### src/rtl/memory_stage.sv
// MEM pipeline stage: passthrough retire or load/store over a req/ack bus, stalling EXECUTE while busy.
// Optional bus timeout enabled by defining MEM_STAGE_TIMEOUT_EN (reports mem_err on the retire).
module memory_stage #(
  parameter int DATA_W      = 24,
  parameter int ADDR_W      = 16,
  parameter int RD_W        = 4,
  parameter int TIMEOUT_CYC = 64
) (
  input  logic              clk,
  input  logic              rst_n,
  input  logic              ex_valid,
  output logic              ex_ready,
  input  logic              mem_read,
  input  logic              mem_write,
  input  logic [DATA_W-1:0] alu_result,
  input  logic [DATA_W-1:0] ST_reg_out,
  input  logic [RD_W-1:0]   rd_in,
  input  logic              wb_en_in,
  output logic              bus_req,
  output logic              bus_we,
  output logic [ADDR_W-1:0] bus_addr,
  output logic [DATA_W-1:0] bus_wdata,
  input  logic              bus_ack,
  input  logic [DATA_W-1:0] bus_rdata,
  output logic              wb_valid,
  output logic [DATA_W-1:0] mem_result,
  output logic [RD_W-1:0]   rd_out,
  output logic              wb_en_out,
  output logic              mem_err
);

  typedef enum logic [0:0] {IDLE = 1'b0, BUS = 1'b1} state_t;

  state_t              state_q, state_d;
  logic                bus_req_q, bus_req_d;
  logic                bus_we_q, bus_we_d;
  logic [ADDR_W-1:0]   bus_addr_q, bus_addr_d;
  logic [DATA_W-1:0]   bus_wdata_q, bus_wdata_d;
  logic                wb_valid_q, wb_valid_d;
  logic [DATA_W-1:0]   mem_result_q, mem_result_d;
  logic [RD_W-1:0]     rd_out_q, rd_out_d;
  logic                wb_en_out_q, wb_en_out_d;
  logic                mem_err_q, mem_err_d;
  // Destination info of the in-flight memory op, applied when it retires
  logic [RD_W-1:0]     rd_pend_q, rd_pend_d;
  logic                wb_en_pend_q, wb_en_pend_d;
  logic                accept_s;

`ifdef MEM_STAGE_TIMEOUT_EN
  localparam int CNT_W = $clog2(TIMEOUT_CYC + 1);
  logic [CNT_W-1:0]    to_cnt_q, to_cnt_d;
`endif

  assign ex_ready = (state_q == IDLE);
  assign accept_s = ex_valid && ex_ready;

  // Next-state and next-output computation for the IDLE/BUS controller
  always_comb begin
    state_d      = state_q;
    bus_req_d    = bus_req_q;
    bus_we_d     = bus_we_q;
    bus_addr_d   = bus_addr_q;
    bus_wdata_d  = bus_wdata_q;
    wb_valid_d   = 1'b0;
    mem_result_d = mem_result_q;
    rd_out_d     = rd_out_q;
    wb_en_out_d  = 1'b0;
    mem_err_d    = 1'b0;
    rd_pend_d    = rd_pend_q;
    wb_en_pend_d = wb_en_pend_q;
`ifdef MEM_STAGE_TIMEOUT_EN
    to_cnt_d     = to_cnt_q;
`endif
    case (state_q)
      IDLE: begin
        if (accept_s) begin
          if (mem_read || mem_write) begin
            state_d      = BUS;
            bus_req_d    = 1'b1;
            bus_we_d     = mem_write;
            bus_addr_d   = alu_result[ADDR_W-1:0];
            bus_wdata_d  = ST_reg_out;
            rd_pend_d    = rd_in;
            wb_en_pend_d = wb_en_in;
`ifdef MEM_STAGE_TIMEOUT_EN
            to_cnt_d     = {CNT_W{1'b0}};
`endif
          end else begin
            wb_valid_d   = 1'b1;
            mem_result_d = alu_result;
            rd_out_d     = rd_in;
            wb_en_out_d  = wb_en_in;
          end
        end else begin
          state_d = IDLE;
        end
      end
      BUS: begin
        if (bus_ack) begin
          state_d    = IDLE;
          bus_req_d  = 1'b0;
          wb_valid_d = 1'b1;
          rd_out_d   = rd_pend_q;
          if (!bus_we_q) begin
            mem_result_d = bus_rdata;
            wb_en_out_d  = wb_en_pend_q;
          end else begin
            wb_en_out_d  = 1'b0;
          end
        end else begin
`ifdef MEM_STAGE_TIMEOUT_EN
          // Limit edge reached without ack: abandon the access and retire with an error
          if (to_cnt_q == CNT_W'(TIMEOUT_CYC - 1)) begin
            state_d      = IDLE;
            bus_req_d    = 1'b0;
            wb_valid_d   = 1'b1;
            rd_out_d     = rd_pend_q;
            mem_result_d = {DATA_W{1'b0}};
            mem_err_d    = 1'b1;
          end else begin
            to_cnt_d = to_cnt_q + CNT_W'(1);
          end
`else
          state_d = BUS;
`endif
        end
      end
      default: begin
        state_d   = IDLE;
        bus_req_d = 1'b0;
      end
    endcase
  end

  // State and output registers
  always_ff @(posedge clk or negedge rst_n) begin
    if (!rst_n) begin
      state_q      <= IDLE;
      bus_req_q    <= 1'b0;
      bus_we_q     <= 1'b0;
      bus_addr_q   <= {ADDR_W{1'b0}};
      bus_wdata_q  <= {DATA_W{1'b0}};
      wb_valid_q   <= 1'b0;
      mem_result_q <= {DATA_W{1'b0}};
      rd_out_q     <= {RD_W{1'b0}};
      wb_en_out_q  <= 1'b0;
      mem_err_q    <= 1'b0;
      rd_pend_q    <= {RD_W{1'b0}};
      wb_en_pend_q <= 1'b0;
    end else begin
      state_q      <= state_d;
      bus_req_q    <= bus_req_d;
      bus_we_q     <= bus_we_d;
      bus_addr_q   <= bus_addr_d;
      bus_wdata_q  <= bus_wdata_d;
      wb_valid_q   <= wb_valid_d;
      mem_result_q <= mem_result_d;
      rd_out_q     <= rd_out_d;
      wb_en_out_q  <= wb_en_out_d;
      mem_err_q    <= mem_err_d;
      rd_pend_q    <= rd_pend_d;
      wb_en_pend_q <= wb_en_pend_d;
    end
  end

`ifdef MEM_STAGE_TIMEOUT_EN
  // Bus wait counter
  always_ff @(posedge clk or negedge rst_n) begin
    if (!rst_n) begin
      to_cnt_q <= {CNT_W{1'b0}};
    end else begin
      to_cnt_q <= to_cnt_d;
    end
  end
`endif

  assign bus_req    = bus_req_q;
  assign bus_we     = bus_we_q;
  assign bus_addr   = bus_addr_q;
  assign bus_wdata  = bus_wdata_q;
  assign wb_valid   = wb_valid_q;
  assign mem_result = mem_result_q;
  assign rd_out     = rd_out_q;
  assign wb_en_out  = wb_en_out_q;
  assign mem_err    = mem_err_q;

endmodule

### config.mk
export PLATFORM = sky130hd
export DESIGN_NAME = memory_stage
export DESIGN_NICKNAME = d
export VERILOG_FILES = /design/src/rtl/memory_stage.sv
export SDC_FILE = /design/constraint.sdc
export NUM_CORES = 1
export LEC_CHECK = 0
export BUFFER_PORTS_ARGS = -buffer_cell sky130_fd_sc_hd__buf_2
export CAP_MARGIN = 0
export CORE_MARGIN = 2
export CORE_UTILIZATION = 30
export CTS_CLUSTER_SIZE = 24
export DETAILED_ROUTE_END_ITERATION = 6
export HOLD_SLACK_MARGIN = 0.05
export PLACE_DENSITY_LB_ADDON = 0.1
export SETUP_SLACK_MARGIN = 0.4
export SYNTH_ARGS = -nofsm -noshare
export SYNTH_HDL_FRONTEND = slang
export SYNTH_SLANG_ARGS = --single-unit
### constraint.sdc
create_clock -name clk -period 2.05 [get_ports clk]
set_input_delay 0.205 -clock clk [delete_from_list [all_inputs] [get_ports clk]]
set_output_delay 0.205 -clock clk [all_outputs]
set_load 0.02 [all_outputs]
; ---- Yosys cells after proc, flatten, opt, wreduce, memory -nomap -nowiden
; Cells that the tools add are included.
[classes]
eq_ne = 5
mux = 26
n_bitwise = 1
n_reduce_logical = 6
[op_table]
columns = cell, n
row1 = 24-bit two-way mux, 4
row2 = 24-bit case mux with 2 select lines, 1
row3 = 1-bit two-way mux, 13
row4 = 4-bit two-way mux, 3
row5 = 3-bit AND reduction, 3
row6 = 1-bit case mux with 2 select lines, 4
row7 = 4-bit case mux with 2 select lines, 1
row8 = "2-bit != test, second input constant", 3
row9 = "2-bit by 1-bit != test with 1-bit output, second input constant", 2
row10 = 4-bit AND reduction, 1
row11 = 1-bit logical AND, 1
row12 = 1-bit logical OR, 1
row13 = 1-bit NOT, 1
[word_totals]
reg_bits = 78
in_bits = 83
out_inout_bits = 74
elab_cells = 49

; ---- Longest topological paths before layout
[depth]
ltp_word = 4
depth_mapped = 5

; ---- Worst setup path after synthesis
; Ideal clock, no wire load.
[synth_timing]
path_type = reg2reg
start = register state_q
end = register mem_result_q[10] (netlist: mem_result[10])
setup_ns = 0.127
arrival_ns = 1.551
required_ns = 1.923
path_slack_ns = 0.372
stages_incl_launch_ff = 5
path_buffers = 1
cell_sequence = dfrtp_1 or4b_4 o21ai_4 buf_8 mux2_1
[synth_between]
elab_chain_cells = 4
[synth_rtl]
columns = item, line
row1 = from (decl), 34  ; state_t state_q, state_d;
row2 = from (signal assigned), 151  ; state_q <= state_d;
row3 = 1-bit NOT (no line), --
row4 = 1-bit logical AND, 55  ; assign accept_s = ex_valid && ex_ready;
row5 = 2-bit by 1-bit != test with 1-bit output (no line), --
row6 = 4-bit AND reduction (no line), --
row7 = to (signal assigned), 144  ; mem_result_q <= {DATA_W{1'b0}};
row8 = to (signal assigned), 157  ; mem_result_q <= mem_result_d;
row9 = to (decl), 40  ; logic [DATA_W-1:0] mem_result_q, mem_result_d;
; Several ways; a longest one is shown, not always the timed one.
; A chain may end at the register's enable or synchronous reset.

; ---- Worst setup path after layout
[layout_timing]
start = register state_q
end = register mem_result_q[7] (netlist: mem_result[7])
; Same word-level chain as after synthesis.

==> results.yml <==
routing:
  drc_errors: 0
  finalWirelength_mm: 7.86
  viasPerCell: 4.42
  vias: 2297
  ant_nets: 0
  wire_per_inst_um: 15.1
  drt_pass1_iterations: 4
  drt-initial-drc-count: 26
power:
  p_clk_share_pct: 20.2
  p_int_w: 0.00347
  p_leak_nw: 2.21
  irDropWorstVdd_mv: 0.440
  seqPwrFrac_pct: 42.0
  comb_power_share_pct: 37.8
  p_switching_w: 0.00188
  powerDensity_mw_per_mm2: 1170
  sw_frac_of_total_pct: 35.2
global_routing:
  grt_pass1_wl_mm: 11.9
  antenna_found_initial: 0
  overflow: 0
  grt.total_usage_pct: 13.7
  grt_pass1_vias: 2359
  grt_max_degree: 50
clock_tree:
  clk_pin_slew_worst_paths_ns: 0.08
  cts_buffers: 9
  cts-root-buf: "clkbuf_8"
  cts_max_level: 3
  cts_tree: "built"
  clockBufferDepth: 2
  clock_latency_ns: 0.35
  clock_sinks: 78
synthesis:
  synth_top_area_share_pct: 59.7
  ys_types: 19
  synth_most_common_cell: "mux2_2"
  synthTopCellsByCount: "mux2_2 (80), dfrtp_1 (78), mux2_1 (20), buf_2 (7)"
  synthesis.area_mm2: 0.00327
  async_flop_share_pct: 100
  ys_ff_latch: 78
  synthTopCellsByArea: "dfrtp_1 (60%), mux2_2 (28%), mux2_1 (6.9%)"
  yosysSeqAreaShare_pct: 59.7
  synth_cells: 205
  synth_top_area_cell: "dfrtp_1"
  synth_warnings: 0
  synth_nets: 288
  avgSynthCellArea_um2: 15.9
  synth_flop_cell: "dfrtp_1"
  synth_edf_count: 0
setup_path:
  reg2reg_slack_ns: 0.36
  cpPeakStageDelay_ns: 0.57
  worst-setup-path-type: "reg -> reg"
  startpoint_type: "flip-flop"
  crit_path_max_fanout: 6
  cp.arrival_ns: 1.92
  crit_required_ns: 2.28
  endpoint_kind: "flip-flop"
  worstPathCellList: "or4b_4 > o21ai_4 > buf_12 > mux2_4"
  cp_slowest_cell: "or4b_4"
sta:
  fin_crit_ns: 1.69
  fmax_mhz: 593
  timing.final.hold_violations: 0
  worstMarginPinSlew_ns: 0.655
  holdWs_ns: 0.0851
  fin_skew_ns: 0.00529
  rsz0062_at_grt: "true"
  finalSetupTns_ns: 0
  relSlewSlack_pct: 56.3
  fin_crit_sh_pct: 82.3
  slew_viol_final: 0
  setup_viol: 0
layout:
  drive_gt1_share_pct: 72.6
  antenna_cells: 0
  area_delta_synth_final_pct: 40.2
  nFillCells: 1046
  fin_nets: 458
placed_design:
  port_buffers: 155
  hpwl_mm: 5.23
  place_congestion: 0.641
floorplanning:
  core_area_mm2: 0.0107
  io_pins: 157
  die_h_um: 108
  die_area_mm2: 0.0117
  start_util_pct: 30.4
  rows: 38
  fp.dieW_um: 108
job:
  cap_violations: 0
min_path:
  hold_class: "in -> reg"
status:
  status: "completed"
## per-stage QoR
step / utilization, % / instances / area, µm² / setup WS, ns / total power (W)
final: 42.6 / 520 / 4580 / 0.362 / 0.00535
after CTS: 42.1 / 516 / 4520 / 0.337 / 0.00543
after global placement: 39.2 / 494 / 4210 / 0.262 / 0.00415
after detailed placement: 39.2 / 494 / 4210 / 0.189 / 0.00418
after floorplan: - / 205 / 3270 / 0.425 / 0.00344
after global routing: 42.6 / 520 / 4580 / 0.300 / 0.00571
## path summary, 6_finish.rpt
check                      cells after the start                          to                       start
max                                            4   mem_result[7]$_DFFE_PN0P_           state_q$_DFF_PN0_
min                                            2    bus_wdata[5]$_DFFE_PN0P_               ST_reg_out[5]
max reg2reg                                    4   mem_result[7]$_DFFE_PN0P_           state_q$_DFF_PN0_
max in group asynchronous                      3   bus_wdata[12]$_DFFE_PN0P_                       rst_n
min in group asynchronous                      2     bus_addr[7]$_DFFE_PN0P_                       rst_n
min reg2reg                                    1  mem_result[21]$_DFFE_PN0P_  mem_result[21]$_DFFE_PN0P_
## registers in the layout, indices dropped and copies added (netlist names)
signal and count:
bus_wdata 24, mem_result 24, bus_addr 16, rd_out 4
rd_pend_q 4, bus_req 1, bus_we 1, state_q 1
wb_en_out 1, wb_en_pend_q 1, wb_valid 1
## logic make-up after synthesis
| group | Yosys count | synth area share [%] |
|---|---|---|
| AO/OA/AOI/OAI | 6 | 1.72 |
| buffers and inverters | 14 | 2.68 |
| flip-flops | 78 | 59.7 |
| multiplexers | 101 | 34.8 |
| other | 1 | 0.115 |
| AND/OR/NAND/NOR | 5 | 0.957 |
## power by group through the flow
stage	registers, W	clock network [W]	logic, W
2_1_floorplan	0.00284	0	0.000607
3_3_place_gp	0.00226	0	0.00189
3_5_place_dp	0.00227	0	0.00191
4_1_cts	0.00225	0.00114	0.00204
5_1_grt	0.00232	0.00121	0.00217
6_report	0.00225	0.00108	0.00202
## critical path: cells and delay by family, from the launching register on
family	cells	cell delay [ns]
simple gates	1	0.57
flops	1	0.41
mux	1	0.30
buf+inv	1	0.16
compound gates	1	0.13
## cells in the final DEF, fill, tap and decap left out
cell type	Yosys	layout
or4b_4	1	1
conb_1	1	1
clkbuf_16	0	1
o21a_2	0	1
mux2_2	80	76
a21o_1	1	1
o21bai_1	1	1
mux2i_1	1	1
buf_4	1	6
clkinv_2	0	4
dfrtp_1	78	78
mux2_1	20	12
o21ai_2	0	1
nand2_2	0	1
o21ai_4	1	2
clkbuf_8	0	12
mux2_4	0	12
inv_1	3	3
a22o_1	1	1
dlygate4sd3_1	0	2
buf_12	0	4
buf_2	7	154
nand2_1	3	2
o32ai_1	1	1
buf_8	2	1
nor2b_1	1	1
## area by class of cell
class / count / area (µm²) / area share [%]
inverters: 3 / 11.3 / 0.246
multi-input cells: 115 / 1300 / 28.4
clock inverters: 4 / 20.0 / 0.437
well taps: 140 / 175 / 3.82
flip-flops and latches: 78 / 1950 / 42.6
clock buffers: 12 / 165 / 3.61
repair buffers: 168 / 956 / 20.9
## repair_timing
action                                  CTS  global route
gates resized for setup                  14             2
endpoints found under the setup margin   44            69
hold endpoints to repair                 49             0
hold buffers                              2             0
setup buffers                             3             2
pin swaps                                 1             0
cloned                                    1             2
## per-layer routing
layer | GRT usage [%] | vias to the layer above | wire length, µm
met5 | 0 | - | 0
met4 | 5.77 | 0 | 113
met3 | 4.76 | 12 | 676
met2 | 21.9 | 100 | 3680
met1 | 16.8 | 1110 | 3390
li1 | - | 1075 | -
No activity file was read; power rests on OpenSTA's default activity.
